$ cat src/rtl/acc_pkg.sv
// Shared definitions for the accumulator execution unit.
// Holds the 3-bit model codes driven by the opcode decoder, the ALU and
// unary function codes taken from the raw opcode, and the sequencer states.
package acc_pkg;

  // Model codes carried on acc_ctrl (shared with the decoder).
  localparam logic [2:0] CTRL_INV   = 3'b000;
  localparam logic [2:0] CTRL_ALU   = 3'b001;
  localparam logic [2:0] CTRL_UNARY = 3'b010;
  localparam logic [2:0] CTRL_EQ    = 3'b011;
  localparam logic [2:0] CTRL_JMP   = 3'b100;
  localparam logic [2:0] CTRL_ST    = 3'b101;
  localparam logic [2:0] CTRL_LD    = 3'b110;
  localparam logic [2:0] CTRL_LWR   = 3'b111;

  // op[5:3] group that selects add-immediate inside the ALU model.
  localparam logic [2:0] OP_GRP_ADDI = 3'b010;

  // op[1:0] register-operand ALU functions.
  localparam logic [1:0] FN_ADD = 2'b00;
  localparam logic [1:0] FN_SUB = 2'b01;
  localparam logic [1:0] FN_AND = 2'b10;
  localparam logic [1:0] FN_OR  = 2'b11;

  // op[2:0] unary functions.
  localparam logic [2:0] UN_SHL = 3'b101;
  localparam logic [2:0] UN_SHR = 3'b110;

  typedef enum logic [1:0] {
    IDLE   = 2'b00,
    MEM    = 2'b01,
    RETIRE = 2'b10
  } state_e;

endpackage

$ cat src/rtl/acc_alu.sv
// Combinational next-accumulator logic for the ALU and unary models.
// Ports:
//   i_ctrl     model code (only CTRL_ALU / CTRL_UNARY change the result)
//   i_op       raw opcode, function select
//   i_acc      current accumulator
//   i_rs_data  register operand
//   i_imm      immediate operand
//   o_acc_next accumulator value to load when the instruction retires
module acc_alu
  import acc_pkg::*;
#(
  parameter int W = 8
) (
  input  logic [2:0]   i_ctrl,
  input  logic [5:0]   i_op,
  input  logic [W-1:0] i_acc,
  input  logic [W-1:0] i_rs_data,
  input  logic [W-1:0] i_imm,
  output logic [W-1:0] o_acc_next
);

  always_comb begin
    // NOTE: default assignment first so every path drives o_acc_next; a path
    // that leaves it unassigned would infer a latch.
    o_acc_next = i_acc;
    case (i_ctrl)
      CTRL_ALU: begin
        if (i_op[5:3] == OP_GRP_ADDI) begin
          o_acc_next = i_acc + i_imm;
        end else begin
          case (i_op[1:0])
            FN_ADD:  o_acc_next = i_acc + i_rs_data;
            FN_SUB:  o_acc_next = i_acc - i_rs_data;
            FN_AND:  o_acc_next = i_acc & i_rs_data;
            default: o_acc_next = i_acc | i_rs_data;
          endcase
        end
      end
      CTRL_UNARY: begin
        case (i_op[2:0])
          UN_SHL:  o_acc_next = {i_acc[W-2:0], 1'b0};
          UN_SHR:  o_acc_next = {1'b0, i_acc[W-1:1]};
          default: o_acc_next = i_acc;
        endcase
      end
      default: o_acc_next = i_acc;
    endcase
  end

endmodule

$ cat src/rtl/acc_exec.sv
// Accumulator execution unit. Accepts one decoded instruction per handshake,
// owns the accumulator and equality flag, and sequences single-cycle ALU /
// compare / jump / register-write models and multi-cycle memory load/store
// handshakes with a timeout.
// Ports:
//   clk, reset                       clock, asynchronous active-high reset
//   in_valid / in_ready              instruction handshake
//   acc_ctrl, op, rs_idx             model code, raw opcode, LWR register index
//   rs_data, rt_data, imm            operands / address / jump target
//   acc, eq_flag                     architectural state
//   mem_req/we/addr/wdata, mem_ack/rdata   data memory handshake
//   reg_we/waddr/wdata               register file write port
//   jump_taken, jump_target          PC redirect request
//   done, illegal, mem_err           one-cycle status pulses
module acc_exec
  import acc_pkg::*;
#(
  parameter int W       = 8,
  parameter int TIMEOUT = 15
) (
  input  logic         clk,
  input  logic         reset,
  input  logic         in_valid,
  output logic         in_ready,
  input  logic [2:0]   acc_ctrl,
  input  logic [5:0]   op,
  input  logic [2:0]   rs_idx,
  input  logic [W-1:0] rs_data,
  input  logic [W-1:0] rt_data,
  input  logic [W-1:0] imm,
  output logic [W-1:0] acc,
  output logic         eq_flag,
  output logic         mem_req,
  output logic         mem_we,
  output logic [W-1:0] mem_addr,
  output logic [W-1:0] mem_wdata,
  input  logic         mem_ack,
  input  logic [W-1:0] mem_rdata,
  output logic         reg_we,
  output logic [2:0]   reg_waddr,
  output logic [W-1:0] reg_wdata,
  output logic         jump_taken,
  output logic [W-1:0] jump_target,
  output logic         done,
  output logic         illegal,
  output logic         mem_err
);

  localparam int CW = (TIMEOUT > 1) ? $clog2(TIMEOUT) : 1;
  localparam logic [CW-1:0] CNT_LAST = CW'(TIMEOUT - 1);

  state_e         r_state, w_next_state;
  logic [CW-1:0]  r_cnt;
  logic [W-1:0]   w_alu_acc;
  logic           w_accept, w_is_mem, w_timeout;

  assign w_accept  = in_valid && in_ready;
  assign w_is_mem  = (acc_ctrl == CTRL_ST) || (acc_ctrl == CTRL_LD);
  // The cycle that would make the wait count reach TIMEOUT aborts instead.
  assign w_timeout = (r_state == MEM) && !mem_ack && (r_cnt == CNT_LAST);

  acc_alu #(.W(W)) u_alu (
    .i_ctrl    (acc_ctrl),
    .i_op      (op),
    .i_acc     (acc),
    .i_rs_data (rs_data),
    .i_imm     (imm),
    .o_acc_next(w_alu_acc)
  );

  always_comb begin
    w_next_state = r_state;
    case (r_state)
      IDLE:    if (w_accept && w_is_mem) w_next_state = MEM;
      MEM:     if (mem_ack || w_timeout) w_next_state = RETIRE;
      // RETIRE spans two cycles: one to raise done, one while done is high.
      RETIRE:  if (done) w_next_state = IDLE;
      default: w_next_state = IDLE;
    endcase
  end

  always_ff @(posedge clk or posedge reset) begin
    if (reset) begin
      r_state <= IDLE;
    end else begin
      r_state <= w_next_state;
    end
  end

  always_ff @(posedge clk or posedge reset) begin
    if (reset) begin
      in_ready    <= 1'b1;
      acc         <= '0;
      eq_flag     <= 1'b0;
      mem_req     <= 1'b0;
      mem_we      <= 1'b0;
      mem_addr    <= '0;
      mem_wdata   <= '0;
      reg_we      <= 1'b0;
      reg_waddr   <= '0;
      reg_wdata   <= '0;
      jump_taken  <= 1'b0;
      jump_target <= '0;
      done        <= 1'b0;
      illegal     <= 1'b0;
      mem_err     <= 1'b0;
      r_cnt       <= '0;
    end else begin
      // NOTE: non-blocking assignments so every register samples pre-edge
      // values; the pulse defaults below are then overridden where needed.
      done       <= 1'b0;
      illegal    <= 1'b0;
      mem_err    <= 1'b0;
      reg_we     <= 1'b0;
      jump_taken <= 1'b0;
      in_ready   <= (w_next_state == IDLE);
      case (r_state)
        IDLE: begin
          if (w_accept) begin
            case (acc_ctrl)
              CTRL_ALU, CTRL_UNARY: begin
                acc  <= w_alu_acc;
                done <= 1'b1;
              end
              CTRL_EQ: begin
                eq_flag <= (rs_data == rt_data);
                done    <= 1'b1;
              end
              CTRL_JMP: begin
                if (eq_flag) begin
                  jump_taken  <= 1'b1;
                  jump_target <= imm;
                  eq_flag     <= 1'b0;
                end
                done <= 1'b1;
              end
              CTRL_LWR: begin
                reg_we    <= 1'b1;
                reg_waddr <= rs_idx;
                reg_wdata <= imm;
                done      <= 1'b1;
              end
              CTRL_ST, CTRL_LD: begin
                mem_req  <= 1'b1;
                mem_we   <= (acc_ctrl == CTRL_ST);
                mem_addr <= imm;
                if (acc_ctrl == CTRL_ST) mem_wdata <= acc;
                r_cnt    <= '0;
              end
              default: illegal <= 1'b1;
            endcase
          end
        end
        MEM: begin
          if (mem_ack) begin
            mem_req <= 1'b0;
            mem_we  <= 1'b0;
            if (!mem_we) acc <= mem_rdata;
          end else if (w_timeout) begin
            mem_req <= 1'b0;
            mem_we  <= 1'b0;
            mem_err <= 1'b1;
          end else begin
            r_cnt <= r_cnt + 1'b1;
          end
        end
        RETIRE: begin
          if (!done) done <= 1'b1;
        end
        default: ;
      endcase
    end
  end

endmodule

$ cat config.mk
export PLATFORM = sky130hd
export DESIGN_NAME = acc_exec
export DESIGN_NICKNAME = d
export VERILOG_FILES = /design/src/rtl/acc_pkg.sv /design/src/rtl/acc_alu.sv /design/src/rtl/acc_exec.sv
export SDC_FILE = /design/constraint.sdc
export NUM_CORES = 1
export LEC_CHECK = 0
export ABC_AREA = 1
export ABC_CLOCK_PERIOD_IN_PS = 1900
export CAP_MARGIN = 10
export CORE_UTILIZATION = 44
export CTS_CLUSTER_DIAMETER = 60
export CTS_CLUSTER_SIZE = 8
export DETAILED_ROUTE_END_ITERATION = 16
export PLACE_DENSITY = 0.77
export SETUP_SLACK_MARGIN = 0.15
export SLEW_MARGIN = 0
export SYNTH_ARGS = -nofsm -noshare
export SYNTH_HDL_FRONTEND = slang
export SYNTH_SLANG_ARGS = --single-unit
export TNS_END_PERCENT = 100
$ cat constraint.sdc
create_clock -name clk -period 1.9 [get_ports clk]
set_clock_uncertainty 0.15 [all_clocks]
set_input_delay 0.475 -clock clk [delete_from_list [all_inputs] [get_ports clk]]
set_output_delay 0.475 -clock clk [all_outputs]
set_load 0.1 [all_outputs]
==> impl_results.md <==
* Die width at 93.3 microns
* Post-Layout Inst Area at 6800 sq um
* Initial drt markers at 403
* CTS Buf Count at 9
* # DRC at 0
* Worst Reg2Reg Path Length in Cells at 13
* Max_slew headroom at 0.739
* Proportion of layout cells with a drive suffix above 1 at 0.387
* Post-synth EDFFs at 0
* Vias in the first global route at 4572
* Sink Count at 58
* Asr flop ratio synth at 1.00
* Synth Register Bits at 58
* Failing checks: negative setup slack
* PnR worst setup slack at -0.778 ns
* Post-route ant nets at 0
* Clock transition at path regs at 0.08 ns
* Max Slew Vio Count at 0
* Leading area contributor after synthesis: dfrtp_1
* CP startpoint kind: primary input
* Min-delay worst type: reg2reg
* Hold depth at 2
* DRT Pass-1 Iters at 7
* Hold Fails Final Rpt at 0
* H-Tree Depth at 3
* MaxCap Viol Count at 0
* Status: complete, but fails checks
* Total Power at 12.0 mW
* Via Count at 4696
* I/O pins at 100
* Skew-Pair Late Insertion Delay at 0.35 ns
* Post-detail-place hpwl at 9.57 mm
* VDD IR max at 1.32 mV
* Die H at 93.3 microns
* Final period util at 1.41
* ANT cells at 0
* First-pass GRT wire length at 21.9 mm
* Setup Viol. Count Final at 7
* Max Freq at 373 MHz
* Ys Warns at 0
* Row count at 32
* Sequential fraction of the synthesis area at 0.396
* Top-area cell type share of the netlist area at 0.389
* Post-Syn Nets at 555
* Largest net degree at the start of global routing at 59
* CTS tree: built
* Top FF cell, synth: dfrtp_1
* GRT overflow at 0
* Worst Tran Pin Value at 0.390 ns
* Placer Congestion at 0.920
* Setup CP Type: in2reg
* Post-Syn Instances at 486
* Root buffer cell: clkbuf_8
* PwrDens at 1770 nW/um^2
* All-Layer GR Usage at 0.329
* CTS max path bufs at 2
* Placed cell area at 5980 sq um
* Die area at 8700 sq um
* Post-DR wirelength/cell at 19.5 microns
* Top cells by area, synth: dfrtp_1, nand2_1, inv_1, ha_1, o21ai_0
* Post-Syn Area at 3660 sq um
* Utilization after layout at 0.862
* Post-route minimum period at 2.68 ns
* Nets at 765
* Starting density of the core at 0.465
* Final wirelength at 15.6 mm
* Port Buffers at 99
* Max FO, Critical Path at 4
* Mean Syn Cell Area at 7.54 sq um
* Synth unique cells at 41
* RSZ-0062 raised after global routing: yes
* WP data arrival at 2.77 ns
* Critical Path Sink Type: flop
* Antenna violations before repair at 0
* Avg Vias per Cell at 5.85
* Flop2flop setup slack at -0.47 ns
* Core box area at 7890 sq um
* Critical Path RT at 2.00 ns
* Hold buffer count at CTS at 0
* Syn-to-layout area delta at 85.6%
* Leakage power at 3.37 nW
==> layout make-up <==
cell class | instances | area (sq um)
clock buffer | 9 | 124
multi-input combinational | 349 | 2220
timing repair buffer | 209 | 2490
clock inverter | 7 | 93.8
sequential | 58 | 1460
tap | 102 | 128
inverter | 69 | 283
fill | 324 | 1090
==> critical path, cell delays in order <==
cell and delay, ns:
buf_6 0.09, buf_8 0.13, inv_12 0.05, ha_4 0.11, inv_2 0.03, nor3_2 0.09
inv_1 0.08, buf_4 0.14, nand2_2 0.05, xor2_1 0.16, ha_1 0.31, nand2_1 0.12
inv_2 0.05, nand2_1 0.20, nand4_1 0.14, nand2_1 0.09, o21ai_1 0.07, nand2_1 0.10
o21ai_2 0.06, nand2_1 0.07, nand2_1 0.05, nand2_1 0.06, nand2_1 0.04
==> what timing repair did <==
action                     4_1_cts  5_1_grt
resized for setup               69       68
cloned                           2        0
setup buffers                   13       18
setup endpoints to repair       53       40
pin swaps                       27       35
==> stage by stage <==
step           worst slack (ns)  TNS [ns]  instances  hold WS (ns)
2_1_floorplan            -0.623     -3.63        486         0.288
3_3_place_gp              -1.37    -19.05        754         0.307
3_5_place_dp              -1.45    -21.90        754         0.343
4_1_cts                  -0.604     -2.85        785         0.371
5_1_grt                  -0.942     -4.73        803         0.426
6_report                 -0.778     -4.04        803         0.397
==> synthesized netlist by cell type, drive strengths merged (2+ instances only) <==
cell / count
a21oi: 33
a221oi: 3
a31oi: 5
buf: 3
clkbuf: 7
dfrtp: 57
fa: 2
ha: 19
inv: 69
nand2: 127
nand3: 19
nand4: 5
nor2: 42
nor3: 6
o2111ai: 2
o211ai: 6
o21ai: 46
o22ai: 2
o31ai: 2
or2: 2
xnor2: 6
xor2: 11
==> logic make-up after synthesis <==
family                   synth area share
buffers and inverters              0.0819
AO/OA/AOI/OAI                       0.167
flip-flops                          0.396
AND/OR/NAND/NOR                     0.235
adder cells (fa/ha/maj)            0.0758
multiplexers                      0.00307
XOR/XNOR                           0.0406
==> placed cells by master (no fill, tap or decap), drive strengths merged, types with 5 or more instances in the layout <==
cell / netlist / routed
nand4: 5 / 5
inv: 69 / 68
clkdlybuf4s50: 0 / 31
dlygate4sd2: 0 / 6
nor3: 6 / 6
xor2: 11 / 11
a31oi: 5 / 5
clkbuf: 7 / 13
nor2: 42 / 42
a21oi: 33 / 33
xnor2: 6 / 6
ha: 19 / 19
o211ai: 6 / 6
o21ai: 46 / 46
nand3: 19 / 19
buf: 3 / 164
nand2: 127 / 127
dfrtp: 57 / 57
==> power by group <==
group / switching (mW) / internal (mW) / leakage, nW / total, mW
clock: 0.549 / 0.735 / 0.105 / 1.28
combinational: 5.30 / 3.22 / 2.52 / 8.51
sequential: 0.540 / 1.69 / 0.747 / 2.23
==> per-layer routing <==
layer	routed length (microns)	global-route usage
met2	7760	0.580
met5	0	0
met1	5470	0.369
met3	1320	0.0699
met4	1090	0.185
==> path summary, 6_finish.rpt <==
| path | start | endpoint |
|---|---|---|
| max reg2reg | acc[0]$_DFFE_PP0P_ | acc[6]$_DFFE_PP0P_ |
| min | reg_waddr[0]$_DFFE_PP0P_ | reg_waddr[0]$_DFFE_PP0P_ |
| max | rs_data[1] | acc[6]$_DFFE_PP0P_ |
| max in group asynchronous | reset | in_ready$_DFF_PP1_ |
| min in group asynchronous | reset | reg_we$_DFF_PP0_ |
| min reg2reg | reg_waddr[0]$_DFFE_PP0P_ | reg_waddr[0]$_DFFE_PP0P_ |
==> registers in the layout, indices dropped and copies added, names as in the netlist, 2 cells and up <==
| register | flops |
|---|---|
| acc | 8 |
| jump_target | 8 |
| mem_addr | 8 |
| mem_wdata | 8 |
| r_cnt | 4 |
| r_state | 2 |
| reg_waddr | 3 |
| reg_wdata | 8 |
(Power assumes the default switching activity.)
